==> src/rtl/keycode_action_decoder.sv <==
// keycode_action_decoder: frame-synchronous movement, buffered jump and attack/cooldown commands from a HID keycode
module keycode_action_decoder #(
  parameter logic [7:0] KEY_LEFT        = 8'h04,
  parameter logic [7:0] KEY_RIGHT       = 8'h07,
  parameter logic [7:0] KEY_JUMP        = 8'h1A,
  parameter logic [7:0] KEY_ATTACK      = 8'h0D,
  parameter int         JUMP_BUF_FRAMES = 6,
  parameter int         ATK_ACT_FRAMES  = 8,
  parameter int         ATK_CD_FRAMES   = 20
) (
  input  logic       Clk,
  input  logic       Reset_n,
  input  logic       frame_vs,
  input  logic [7:0] keycode,
  input  logic       jump_ack,
  output logic       frame_tick,
  output logic       move_left,
  output logic       move_right,
  output logic       facing_left,
  output logic       jump_req,
  output logic       attack_active,
  output logic [3:0] action_status
);
  typedef enum logic [1:0] {IDLE, ACTIVE, COOLDOWN} atk_t;
  localparam logic [3:0] JLOAD = 4'(JUMP_BUF_FRAMES);
  localparam logic [5:0] ALOAD = 6'(ATK_ACT_FRAMES - 1);
  localparam logic [5:0] CLOAD = 6'((ATK_CD_FRAMES == 0) ? 0 : ATK_CD_FRAMES - 1);
  atk_t       state, state_nxt;
  logic       vs_s1, vs_s2, vs_d, upd;
  logic [7:0] key_f, cur_key, prev_key;
  logic [3:0] jcnt;
  logic [5:0] acnt, acnt_nxt;
  logic       left_press, right_press, jump_press, atk_press;
  // unmapped codes are folded to "no key" so they never create presses
  assign key_f = (keycode == KEY_LEFT || keycode == KEY_RIGHT ||
                  keycode == KEY_JUMP || keycode == KEY_ATTACK) ? keycode : 8'h00;
  assign left_press  = cur_key == KEY_LEFT   && prev_key != KEY_LEFT;
  assign right_press = cur_key == KEY_RIGHT  && prev_key != KEY_RIGHT;
  assign jump_press  = cur_key == KEY_JUMP   && prev_key != KEY_JUMP;
  assign atk_press   = cur_key == KEY_ATTACK && prev_key != KEY_ATTACK;
  always_ff @(posedge Clk or negedge Reset_n)
    if (!Reset_n) begin
      vs_s1      <= 1'b1;
      vs_s2      <= 1'b1;
      vs_d       <= 1'b1;
      frame_tick <= 1'b0;
      upd        <= 1'b0;
      cur_key    <= 8'h00;
      prev_key   <= 8'h00;
    end else begin
      vs_s1      <= frame_vs;
      vs_s2      <= vs_s1;
      vs_d       <= vs_s2;
      frame_tick <= vs_s2 & ~vs_d;
      upd        <= frame_tick;
      if (frame_tick) begin
        cur_key  <= key_f;
        prev_key <= cur_key;
      end
    end
  always_ff @(posedge Clk or negedge Reset_n)
    if (!Reset_n) begin
      move_left   <= 1'b0;
      move_right  <= 1'b0;
      facing_left <= 1'b0;
    end else if (upd) begin
      move_left   <= cur_key == KEY_LEFT;
      move_right  <= cur_key == KEY_RIGHT;
      facing_left <= left_press ? 1'b1 : right_press ? 1'b0 : facing_left;
    end
  // a fresh press outranks a same-cycle ack so a re-press is never lost
  always_ff @(posedge Clk or negedge Reset_n)
    if (!Reset_n) begin
      jump_req <= 1'b0;
      jcnt     <= 4'd0;
    end else if (upd && jump_press) begin
      jump_req <= 1'b1;
      jcnt     <= JLOAD;
    end else if (jump_ack && jump_req) begin
      jump_req <= 1'b0;
      jcnt     <= 4'd0;
    end else if (upd && jcnt != 4'd0) begin
      jump_req <= jcnt != 4'd1;
      jcnt     <= jcnt - 4'd1;
    end
  always_ff @(posedge Clk or negedge Reset_n)
    if (!Reset_n) begin
      state <= IDLE;
      acnt  <= 6'd0;
    end else begin
      state <= state_nxt;
      acnt  <= acnt_nxt;
    end
  always_comb begin
    state_nxt = state;
    acnt_nxt  = acnt;
    if (upd)
      case (state)
        IDLE: if (atk_press) begin
          state_nxt = ACTIVE;
          acnt_nxt  = ALOAD;
        end
        ACTIVE: if (acnt == 6'd0) begin
          state_nxt = (ATK_CD_FRAMES == 0) ? IDLE : COOLDOWN;
          acnt_nxt  = CLOAD;
        end else acnt_nxt = acnt - 6'd1;
        COOLDOWN: if (acnt == 6'd0) state_nxt = IDLE;
          else acnt_nxt = acnt - 6'd1;
        default: begin
          state_nxt = IDLE;
          acnt_nxt  = 6'd0;
        end
      endcase
  end
  always_comb begin
    attack_active = state == ACTIVE;
    action_status = (state == ACTIVE)          ? 4'd3 :
                    (state == COOLDOWN)        ? 4'd4 :
                    jump_req                   ? 4'd2 :
                    (move_left | move_right)   ? 4'd1 : 4'd0;
  end
endmodule

==> config.mk <==
export PLATFORM = sky130hd
export DESIGN_NAME = keycode_action_decoder
export DESIGN_NICKNAME = d
export VERILOG_FILES = /design/src/rtl/keycode_action_decoder.sv
export SDC_FILE = /design/constraint.sdc
export NUM_CORES = 1
export LEC_CHECK = 0
export ABC_CLOCK_PERIOD_IN_PS = 2450
export CAP_MARGIN = 20
export CORE_MARGIN = 5
export CORE_UTILIZATION = 55
export CTS_CLUSTER_SIZE = 28
export DETAILED_ROUTE_END_ITERATION = 10
export GPL_TIMING_DRIVEN = 0
export HOLD_SLACK_MARGIN = 0.02
export PLACE_DENSITY = 0.88
export SLEW_MARGIN = 0
export SYNTH_ARGS = -nofsm -noshare
export SYNTH_HDL_FRONTEND = slang
export SYNTH_SLANG_ARGS = --single-unit
==> constraint.sdc <==
create_clock -name Clk -period 2.45 [get_ports Clk]
set_clock_uncertainty 0.05 [all_clocks]
set_input_delay 0.49 -clock Clk [delete_from_list [all_inputs] [get_ports Clk]]
set_output_delay 0.49 -clock Clk [all_outputs]
set_load 0.01 [all_outputs]
Word-level counts from Yosys, hierarchy flattened:

Index checks and enable logic that the tools add are counted.

* add/sub/neg operators: 2
* equal/unequal tests: 19
* muxes and demuxes: 21
* bitwise gates (word level): 3
* reduce and logical (&&, ||, !) cells: 18

Operators by type and width (count)
* equality test 8 x 3 -> 1 bit (second input constant): 4
* two-way mux 6 bit: 3
* one-hot mux 6 bit (3 select lines): 1
* equality test 8 x 4 -> 1 bit (second input constant): 2
* equality test 8 x 5 -> 1 bit (second input constant): 2
* != test 8 x 3 -> 1 bit (second input constant): 2
* two-way mux 4 bit: 3
* two-way mux 2 bit: 4
* two-way mux 8 bit: 1
* != test 8 x 4 -> 1 bit (second input constant): 1
* != test 8 x 5 -> 1 bit (second input constant): 1
* logical AND 1 bit: 7
* logical NOT 6 bit: 1
* two-way mux 1 bit: 6
* two-way mux 3 bit: 2
* != test 2 bit (second input constant): 3
* one-hot mux 2 bit (3 select lines): 1
* subtractor 6 x 1 -> 6 bit (second input constant): 1
* != test 4 x 1 -> 1 bit (second input constant): 1
* AND reduction 4 bit: 1
* nonzero test 4 bit: 1
* subtractor 4 x 1 -> 4 bit (second input constant): 1
* logical OR 1 bit: 3
* AND reduction 3 bit: 1
* other kinds (10): 10

* register bits after elaboration: 37
* input bits: 12
* output and inout bits: 10
* word-level logic and storage cells: 77

Longest topological paths before layout:

Gate-level depths: netlist of the first run.

* depth in word-level cells: 5
* gate-level depth with buffers: 6
* mapped depth without buffers: 6

Worst setup path before layout of the first run:

OpenSTA, ideal clock, no wires.

* path type: register to register
* from: register prev_key[5]
* to: register state[0]
* library setup time: 128 ps
* arrival: 1850 ps
* setup slack: 422 ps
* cell stages (with the launch flop): 6
* clock period less this slack: 2028 ps
* path through: dfrtp_1 > or4b_1 > o311a_1 > a21o_1 > nand2_2 > mux2_1

* longest elaborated chain between the ends: 4

RTL lines
* start, declared: line 30 `logic [7:0] key_f, cur_key, prev_key;`
* start signal, assigned: line 58 `prev_key <= cur_key;`
* != test 8 x 4 -> 1 bit: line 40 `assign atk_press = cur_key == KEY_ATTACK && prev_key != KEY_ATTACK;`
* logical AND 1 bit: line 40
* != test 2 bit (no source line)
* AND reduction 4 bit (no source line)
* end signal, assigned: line 91 `state <= state_nxt;`
* end, declared: line 28 `atk_t state, state_nxt;`

No other way between the ends.
A chain may end at the register's enable or synchronous reset.

Worst setup path after layout of the first run:

* from: register state[1]
* to: output port action_status[0]

* longest elaborated chain between the ends: 3

RTL lines
* equality test 2 bit: line 118 `(state == COOLDOWN) ? 4'd4 :`
* two-way mux 3 bit: line 118
* two-way mux 3 bit (*): line 117 `action_status = (state == ACTIVE) ? 4'd3 :`
* end, declared: line 22 `output logic [3:0] action_status`

Mark *: on every way between the ends. The rest lies on a longest branch, timed or not.

==> results of run 1 <==
cell usage after synthesis (all sizes together), types with 4 or more instances:
| master | number |
|---|---|
| ha | 4 |
| mux2 | 9 |
| a22o | 4 |
| inv | 7 |
| o21ai | 12 |
| dfrtp | 34 |
| a21oi | 7 |
| nor2b | 7 |
| nor2 | 15 |
| nand2 | 13 |
| nand3 | 4 |
| nand2b | 5 |
| a31oi | 4 |
flip-flops by register name, summed over array words and instances (netlist names):
name and cells:
vs_d 1, acnt 6, cur_key 8, jump_req 1, upd 1, frame_tick 1, facing_left 1, move_right 1
state 2, vs_s2 1, move_left 1, prev_key 8, vs_s1 1, jcnt 4
metrics by stage:
stage	utilization (%)	cell area (um^2)	total power [mW]
after global routing	65.60	2155	1.965
final	65.60	2155	1.834
after global placement	63.62	2090	1.440
after floorplan	-	1832	1.248
after detailed placement	63.47	2085	1.495
after CTS	65.33	2146	1.825
logic make-up after synthesis:
logic type                 synth area share (%)
muxes                                     5.533
DFF                                       50.75
buffers and inverters                     2.322
AOI/OAI and AO/OA                         16.19
other                                    0.2047
and+or+nand+nor                           20.83
xor gates and xnor gates                  1.435
adders and majority gates                 2.732
per-layer routing:
| layer | wire length, um | part of all wire, % | up-vias | global-route usage, % |
|---|---|---|---|---|
| met5 | 0 | 0 | - | 0 |
| met4 | 54 | 1.4 | 0 | 7.342 |
| met3 | 190 | 4.9 | 8 | 4.326 |
| met2 | 1998 | 52 | 46 | 32.93 |
| met1 | 1600 | 42 | 705 | 22.09 |
| li1 | - | - | 697 | - |
cell type report:
cell class | count | area, um^2 | share of cell area [%]
inverter | 7 | 26.28 | 1.220
sequential | 37 | 930.9 | 43.21
clock buffer | 8 | 58.81 | 2.729
timing repair buffer | 20 | 195.2 | 9.059
multi-input combinational | 129 | 869.6 | 40.36
tap | 46 | 57.56 | 2.671
buffer | 3 | 16.27 | 0.7549
power by group through the flow:
stage | clock, mW | combinational, mW | sequential (mW)
3_5_place_dp | 0 | 0.681 | 0.814
2_1_floorplan | 0 | 0.458 | 0.789
6_report | 0.329 | 0.694 | 0.811
4_1_cts | 0.337 | 0.686 | 0.803
5_1_grt | 0.366 | 0.776 | 0.824
3_3_place_gp | 0 | 0.637 | 0.803
path summary, 6_finish.rpt:
path | end | slack [ns] | cells past startpoint
worst max register to register | state[0] | 0.27 | 5
max in group asynchronous | state[0] | 1.65 | 1
worst min-delay path | jcnt[0] | 0.17 | 1
min in group Clk | vs_s2 | 0.31 | 0
worst min register to register | vs_s2 | 0.31 | 0
worst max-delay path | action_status[0] | 0.16 | 4
==> metrics, run 1 <==
clk_lat worst skew=between 0.3 and 0.4 ns; Largest stage delay, worst path=around 0.55 ns; Slew headroom=47.72%; die area=roughly 4600 um^2; Core ar.=about 3300 um^2; DR WL/cell=~15 um; H-tree depth=2; Fin Hold WS=about 0.17 ns; clock slew at reported path FFs=0.11 ns; unrepaired setup endpoints after global routing=false; final WL=3843 um; cts repair resizes=1; # nets final=219; row cnt=21; Yosys warnings=0; Tmin final=~2.3 ns; Most common cell on crit path=nor2_1; Placer Congestion=just under 0.9; layout cell share with drive strength beyond 1=between 10 and 15%; Max stage delay cell, worst path=clkdlybuf4s50_1; first-pass GRT wire length=~6400 um; EDFF count, synth=0; reg-to-reg startpoint=prev_key[5]; Worst Setup SP=state[1]; switching power of the nets=approximately 670 uW; Fmax achieved=about 440 MHz; Mapped Cells=~180; Synth top area share=46.45%; root buffer cell=clkbuf_4; Post-CTS Setup Bufs=0; number of fill cells in the layout=between 200 and 300; # hold bufs at CTS=0; Slew Limit Fails=0; DRC errors left=0; part of the power in registers=44.2%; post-synth top area cell=dfrtp_1; flops & latches, synth=37; Arrival @ worst endpoint=between 1.5 and 2 ns; CTS tree=done; Worst EP required=1.91 ns; Die Span X=~68 um; Worst Path Buf+Inv=1; DPL Wire Length=2922 um; Seq/Total Area, Yosys=50.75%; # clock sinks=37; overall routing resource usage=18.79%; Crit Path Class=reg2out; I/O pins=22; Synth cell types=49; most common cell after layout, fill and taps aside=dfrtp_1; Clk pwr share=between 10% and 20%; largest fanout on the critical path=8; vias per std cell=between 5 and 6; Initial Util=approximately 56%; element type at the critical path end=primary output; Worst-Margin Slew=around 0.8 ns; post-route setup slack=about 0.16 ns; commonest cells after routing, fill and taps aside=dfrtp_1, clkdlybuf4s50_1, nor2_1, nand2_1, mux2_2; Area growth syn-to-layout=17.62%; Pre-Repair DR Iteration Count=4; port bufs=20; LEAKAGE=~0.95 nW; initial antenna violation count=0; number of diodes=0; Synth Flop Type=dfrtp_1; Synth area leaders=dfrtp_1, mux2_2, dfstp_2; cell area after synthesis=roughly 1800 um^2; Hold Path Class=in2async; largest net degree at the start of global routing=38; Pint=~1.2 mW; syn_nets=roughly 190; TritonCTS Buffers=5; Final Hold Fails=0; vias in the first global route=about 1400; Gate power share=a little under two fifths; Max-Cap Viols=0; count of final setup violators=0; post-synthesis average cell area=roughly 10 um^2; Cell Pwr Density=around 850 nW/um^2; Vias=between 1000 and 1500; crit-path leading delay family=buffers and inverters; crit path cell chain=nor2b_4 -> nor2_1 -> nor2_1 -> clkdlybuf4s50_1; total grt overflow=0; CP startpoint kind=flop; final non-filler cell total=between 200 and 300; Place WS=0.2649 ns; die height=a little under 70 um; Sw Share=about 36%; final setup TNS=0 ns; outcome=finished, final reports clean; Final ANT Viol Nets=0; period utilisation layout=93.58%; async set or reset register ratio after synthesis=100.0%; Inst Count DP=242; initial detailed-routing violation count=131; Peak VDD IR=approximately 0.35 mV; Longest Clk Path Bufs=2
(Power assumes the default switching activity.)
==> inputs of run 2 (changes only) <==
Settings changed: CORE_UTILIZATION 55 to 45, PLACE_DENSITY 0.88 to 0.76.
==> run 2 against run 1 <==
Cell area increased by 1.3%; sequential cell count unchanged; worst setup slack improved by 0.025 ns; power increased by 2.9%; via count decreased by 3.2%; clock power increased by 22%; core utilization decreased by 11 points; sequential share of layout area decreased by 0.63 points; sequential power about the same; die area increased by 19%; wire length decreased by 5.3%; register-to-register slack improved by 0.02 ns; critical endpoint unchanged.
==> metrics, run 2 (synthesis gave the netlist of run 1 again) <==
outcome=finished, final reports clean; number of fill cells in the layout=364 (+39%); TritonCTS Buffers=5 (unchanged); CTS tree=done; Longest Clk Path Bufs=2 (unchanged); Pre-Repair DR Iteration Count=4 (unchanged); unrepaired setup endpoints after global routing=false; final non-filler cell total=254 (+1.6%); initial detailed-routing violation count=84 (-36%); root buffer cell=clkbuf_8; clock slew at reported path FFs=0.07 ns (-0.04 ns); largest fanout on the critical path=9 (+1); Clk pwr share=21.3% (+3.4 points); # clock sinks=37 (unchanged); Vias=1410 (-3.2%); die area=5446 um^2 (+19%); Cell Area, Placed=2090 um^2 (+0.24%); number of diodes=0 (unchanged); commonest cells after routing, fill and taps aside=dfrtp_1, clkdlybuf4s50_1, nor2_1, nand2_1, mux2_2; CP startpoint kind=flop; Slew headroom=47.61% (-0.10 points); H-tree depth=2 (unchanged); register area=929.6 um^2 (-0.13%); Hold Path Class=in2async; row cnt=23 (+9.5%); Max-Cap Viols=0 (unchanged); Final ANT Viol Nets=0 (unchanged); first-pass GRT wire length=6203 um (-3.3%); Area growth syn-to-layout=19.19%; port bufs=20 (unchanged); Crit Path Class=reg2out; part of the power in registers=42.9% (-1.3 points); # nets final=219 (unchanged); final WL=3641 um (-5.3%); Inst Count DP=246 (+1.7%); die height=73.80 um (+9.0%); overall routing resource usage=15.06% (-3.7 points); Core ar.=3971 um^2 (+21%); Slew Limit Fails=0 (unchanged); switching power of the nets=665.4 uW (-0.56%); period utilisation layout=92.56% (-1.0 points); Final Util=54.98% (-11 points); largest net degree at the start of global routing=38 (unchanged); vias per std cell=5.551 (-4.7%); Fin Hold WS=0.2281 ns (+0.06091 ns); Pint=1.221 mW (+4.9%); Sw Share=35.27% (-1.2 points); Gate power share=35.8% (-2.1 points); Die Span X=73.80 um (+9.0%); clk_lat worst skew=0.28 ns (-0.05 ns); Post-CTS Setup Bufs=0 (unchanged); count of final setup violators=0 (unchanged); Multi-input gate area=869.6 um^2 (unchanged); # hold bufs at CTS=0 (unchanged); Cell Pwr Density=864.1 nW/um^2 (+1.5%); Fmax achieved=441.0 MHz (+1.1%); element type at the critical path end=primary output; Placer Congestion=0.8133 (-9.0%); final setup TNS=0 ns (unchanged); DPL Wire Length=2643 um (-9.5%); Initial Util=46.12% (-9.6 points); Final Hold Fails=0 (unchanged); Arrival @ worst endpoint=1.73 ns (-0.02 ns); total grt overflow=0 (unchanged); Tmin final=2.268 ns (-0.02509 ns); Worst-Margin Slew=0.7858 ns (+0.001533 ns); DRC errors left=0 (unchanged); DR WL/cell=14.33 um (-6.7%); Largest regs=cur_key: 8 flops, prev_key: 8 flops, acnt: 6 flops; I/O pins=22 (unchanged); Worst EP required=1.91 ns (about the same); initial antenna violation count=0 (unchanged); most common cell after layout, fill and taps aside=dfrtp_1; Final Cell Area=2183 um^2 (+1.3%); layout cell share with drive strength beyond 1=13.73% (-0.49 points); LEAKAGE=0.9580 nW (+0.77%); vias in the first global route=1357 (-4.3%); Peak VDD IR=0.3724 mV (+5.2%)
==> run 2: cell types whose count changed in the layout (fill, tap and decap cells not counted) <==
cell | before | now
dfrtp_2 | 1 | 0
dfrtp_1 | 33 | 34
clkbuf_8 | 1 | 5
clkbuf_4 | 5 | 0
clkinvlp_4 | 0 | 1
==> run 2: per-layer routing <==
metal  GRT usage, %  routed length (um)  part of all wire [%]
met5              0                   0                     0
met4          7.243                  75                   2.1
met1          19.57                1695                    47
met3          4.378                 167                   4.6
met2          22.93                1703                    47
==> run 2: final timing paths <==
| check | startpoint | end | slack, ns | cells past startpoint |
|---|---|---|---|---|
| max | state[0] | action_status[0] | 0.18 | 4 |
| min | Reset_n | jcnt[3] | 0.23 | 1 |
| max reg2reg | prev_key[5] | state[0] | 0.29 | 5 |
| min reg2reg | vs_s1 | vs_s2 | 0.31 | 0 |
| max in group asynchronous | Reset_n | frame_tick | 1.61 | 1 |
| min in group Clk | vs_s1 | vs_s2 | 0.31 | 0 |
==> run 2: per-stage QoR <==
stage,total power [mW],setup WS (ns)
after floorplan,1.248,0.4224
after global placement,1.464,0.03241
after detailed placement,1.480,0.2952
after CTS,1.899,0.1061
after global routing,2.034,0.04037
final,1.887,0.1824
==> run 2: layout make-up <==
class / instances / share of cell area (%)
Buffer: 3 / 0.7450
Clock buffer: 7 / 3.496
Sequential cell: 37 / 42.58
Tap cell: 50 / 2.865
Clock inverter: 1 / 0.3438
Inverter: 7 / 1.203
Timing Repair Buffer: 20 / 8.940
Multi-Input combinational cell: 129 / 39.83
==> run 2: what timing repair did <==
item | 4_1_cts | 5_1_grt
resized for setup | 1 | 2
setup endpoints to repair | 1 | 1
endpoints found under the hold margin | 0 | 0
==> run 2: power by group through the flow <==
stage / Clock [mW] / Combinational [mW] / Sequential (mW)
2_1_floorplan: 0 / 0.458 / 0.789
4_1_cts: 0.423 / 0.671 / 0.805
3_5_place_dp: 0 / 0.665 / 0.815
6_report: 0.402 / 0.676 / 0.809
5_1_grt: 0.448 / 0.760 / 0.826
3_3_place_gp: 0 / 0.654 / 0.810
==> run 2: worst max-delay path: stages, from the launching register on <==
cell             delay, ns
dfrtp_1               0.48
nor2b_4               0.26
nor2_1                0.07
nor2_1                0.10
clkdlybuf4s50_1       0.54
==> inputs of run 3 (changes only) <==
Settings changed: CTS_BUF_LIST from default to sky130_fd_sc_hd__clkbuf_4.
==> run 3 against run 2 <==
Clock power is 18% lower; critical endpoint is now action_status[2]; clock-buffer cell count stayed put; highest routed layer unchanged; first-iteration DRC count is 3.6% lower; wire length is 0.96% higher; critical path type unchanged.
==> metrics, run 3 (synthesis gave the netlist of run 1 again) <==
Pint=1.156 mW (-5.3%); Final ANT Viol Nets=0 (unchanged); die area=5446 um^2 (unchanged); initial antenna violation count=0 (unchanged); Area growth syn-to-layout=17.96%; # nets final=219 (unchanged); Inst Count DP=246 (unchanged); Initial Util=46.12% (unchanged); Max stage delay cell, worst path=clkdlybuf4s50_1; Hold Path Class=in2async; clk_lat worst skew=0.34 ns (+0.06 ns); Sw Share=36.41% (+1.1 points); Tot Pwr=1.818 mW (-3.6%); total grt overflow=0 (unchanged); Final Util=54.41% (-0.57 points); row cnt=23 (unchanged); Peak VDD IR=0.3416 mV (-8.3%); Tmin final=2.314 ns (+0.04625 ns); vias in the first global route=1351 (-0.44%); crit path cell chain=nor2b_2 -> clkdlybuf4s50_1; # hold bufs at CTS=0 (unchanged); layout cell share with drive strength beyond 1=15.20% (+1.5 points); Worst Path Buf+Inv=1 (unchanged); unrepaired setup endpoints after global routing=false; Gate power share=37.4% (+1.6 points); reg-to-reg slack, setup=0.29 ns (about the same); DR WL/cell=14.47 um (+0.96%); DPL Wire Length=2643 um (unchanged); crit-path leading delay family=buffers and inverters; I/O pins=22 (unchanged); switching power of the nets=661.9 uW (-0.53%); final setup TNS=0 ns (unchanged); Worst EP required=1.91 ns (about the same); Worst R2R Path Depth=5 (unchanged); Die Span X=73.80 um (unchanged); vias per std cell=5.618 (+1.2%); reg-to-reg startpoint=prev_key[5]; Slew Limit Fails=0 (unchanged); Core ar.=3971 um^2 (unchanged); element type at the critical path end=primary output; root buffer cell=clkbuf_4; DRC errors left=0 (unchanged); Worst-Margin Slew=0.7969 ns (+0.01114 ns); TritonCTS Buffers=5 (unchanged); final WL=3676 um (+0.96%); port bufs=20 (unchanged); die height=73.80 um (unchanged); Cell Pwr Density=841.4 nW/um^2 (-2.6%); commonest cells after routing, fill and taps aside=dfrtp_1, clkdlybuf4s50_1, nor2_1, nand2_1, mux2_2; count of final setup violators=0 (unchanged); Longest Clk Path Bufs=2 (unchanged); Pre-Repair DR Iteration Count=4 (unchanged); Arrival @ worst endpoint=1.77 ns (+0.04 ns); CTS tree=done; post-route setup slack=0.1361 ns (-0.04625 ns); Crit Path Class=reg2out; largest net degree at the start of global routing=38 (unchanged); # clock sinks=37 (unchanged); H-tree depth=2 (unchanged); Max-Cap Viols=0 (unchanged); Clk pwr share=18.1% (-3.2 points); largest fanout on the critical path=8 (-1); initial detailed-routing violation count=81 (-3.6%); part of the power in registers=44.6% (+1.7 points); Place WS=0.2952 ns (unchanged); LEAKAGE=0.9505 nW (-0.78%); number of diodes=0 (unchanged); final non-filler cell total=254 (unchanged); overall routing resource usage=15.20% (+0.14 points); most common cell after layout, fill and taps aside=dfrtp_1; first-pass GRT wire length=6265 um (+1.0%); CP startpoint kind=flop; Placer Congestion=0.8133 (unchanged); Largest regs=cur_key: 8 flops, prev_key: 8 flops, acnt: 6 flops; outcome=finished, final reports clean; Post-CTS Setup Bufs=0 (unchanged); clock slew at reported path FFs=0.11 ns (+0.04 ns); Final Hold Fails=0 (unchanged); Fmax achieved=432.2 MHz (-2.0%); Largest stage delay, worst path=0.59 ns (+0.05 ns); period utilisation layout=94.44% (+1.9 points); reg2reg end=state[0]; Slew headroom=46.87% (-0.74 points); Vias=1427 (+1.2%)
-- run 3: worst register-to-register path, stage by stage (launching register included) --
cell,delay (ns)
dfrtp_1,0.40
or4b_1,0.54
o311a_1,0.39
a21o_1,0.22
nand2_2,0.14
mux2_1,0.33
-- run 3: layout make-up --
class | count | area (um^2)
fill | 372 | 1810
sequential | 37 | 930.9
multi-input combinational | 129 | 869.6
timing repair buffer | 20 | 195.2
tap | 50 | 62.56
clock buffer | 7 | 52.55
inverter | 7 | 26.28
buffer | 3 | 16.27
clock inverter | 1 | 7.507
-- run 3: worst max-delay path by stage --
stage,from,endpoint,slack (ns),cells past startpoint
finish,state[1],action_status[2],0.14,2
global route,state[1],action_status[2],0.03,2
CTS,state[0],action_status[0],0.03,4
detailed placement,prev_key[5],state[0],0.30,5
global placement,Reset_n,prev_key[4],0.03,1
floorplan,prev_key[5],state[0],0.42,5
-- run 3: power by group through the flow --
stage	sequential (mW)	clock, mW	combinational [mW]
floorplan	0.789	0	0.458
global placement	0.810	0	0.654
detailed placement	0.815	0	0.665
CTS	0.804	0.346	0.671
global route	0.827	0.375	0.759
finish	0.810	0.328	0.680
-- run 3: metrics by stage --
step                hold slack (ns)  instance area (um^2)
floorplan                    0.1444                  1832
global placement             0.2953                  2095
detailed placement           0.2990                  2090
CTS                          0.1902                  2152
global route                 0.2247                  2161
finish                       0.1678                  2161
-- run 3: layer usage --
metal	vias up	global-route usage, %	routed length, um
li1	696	-	-
met1	686	19.90	1699
met2	38	22.93	1667
met3	7	4.788	221
met4	0	6.841	87
met5	-	0	0
-- run 3: timing repair --
action | in CTS | in global routing
endpoints found under the hold margin | 0 | 0
setup endpoints to repair | 2 | 3
resized for setup | 1 | 3
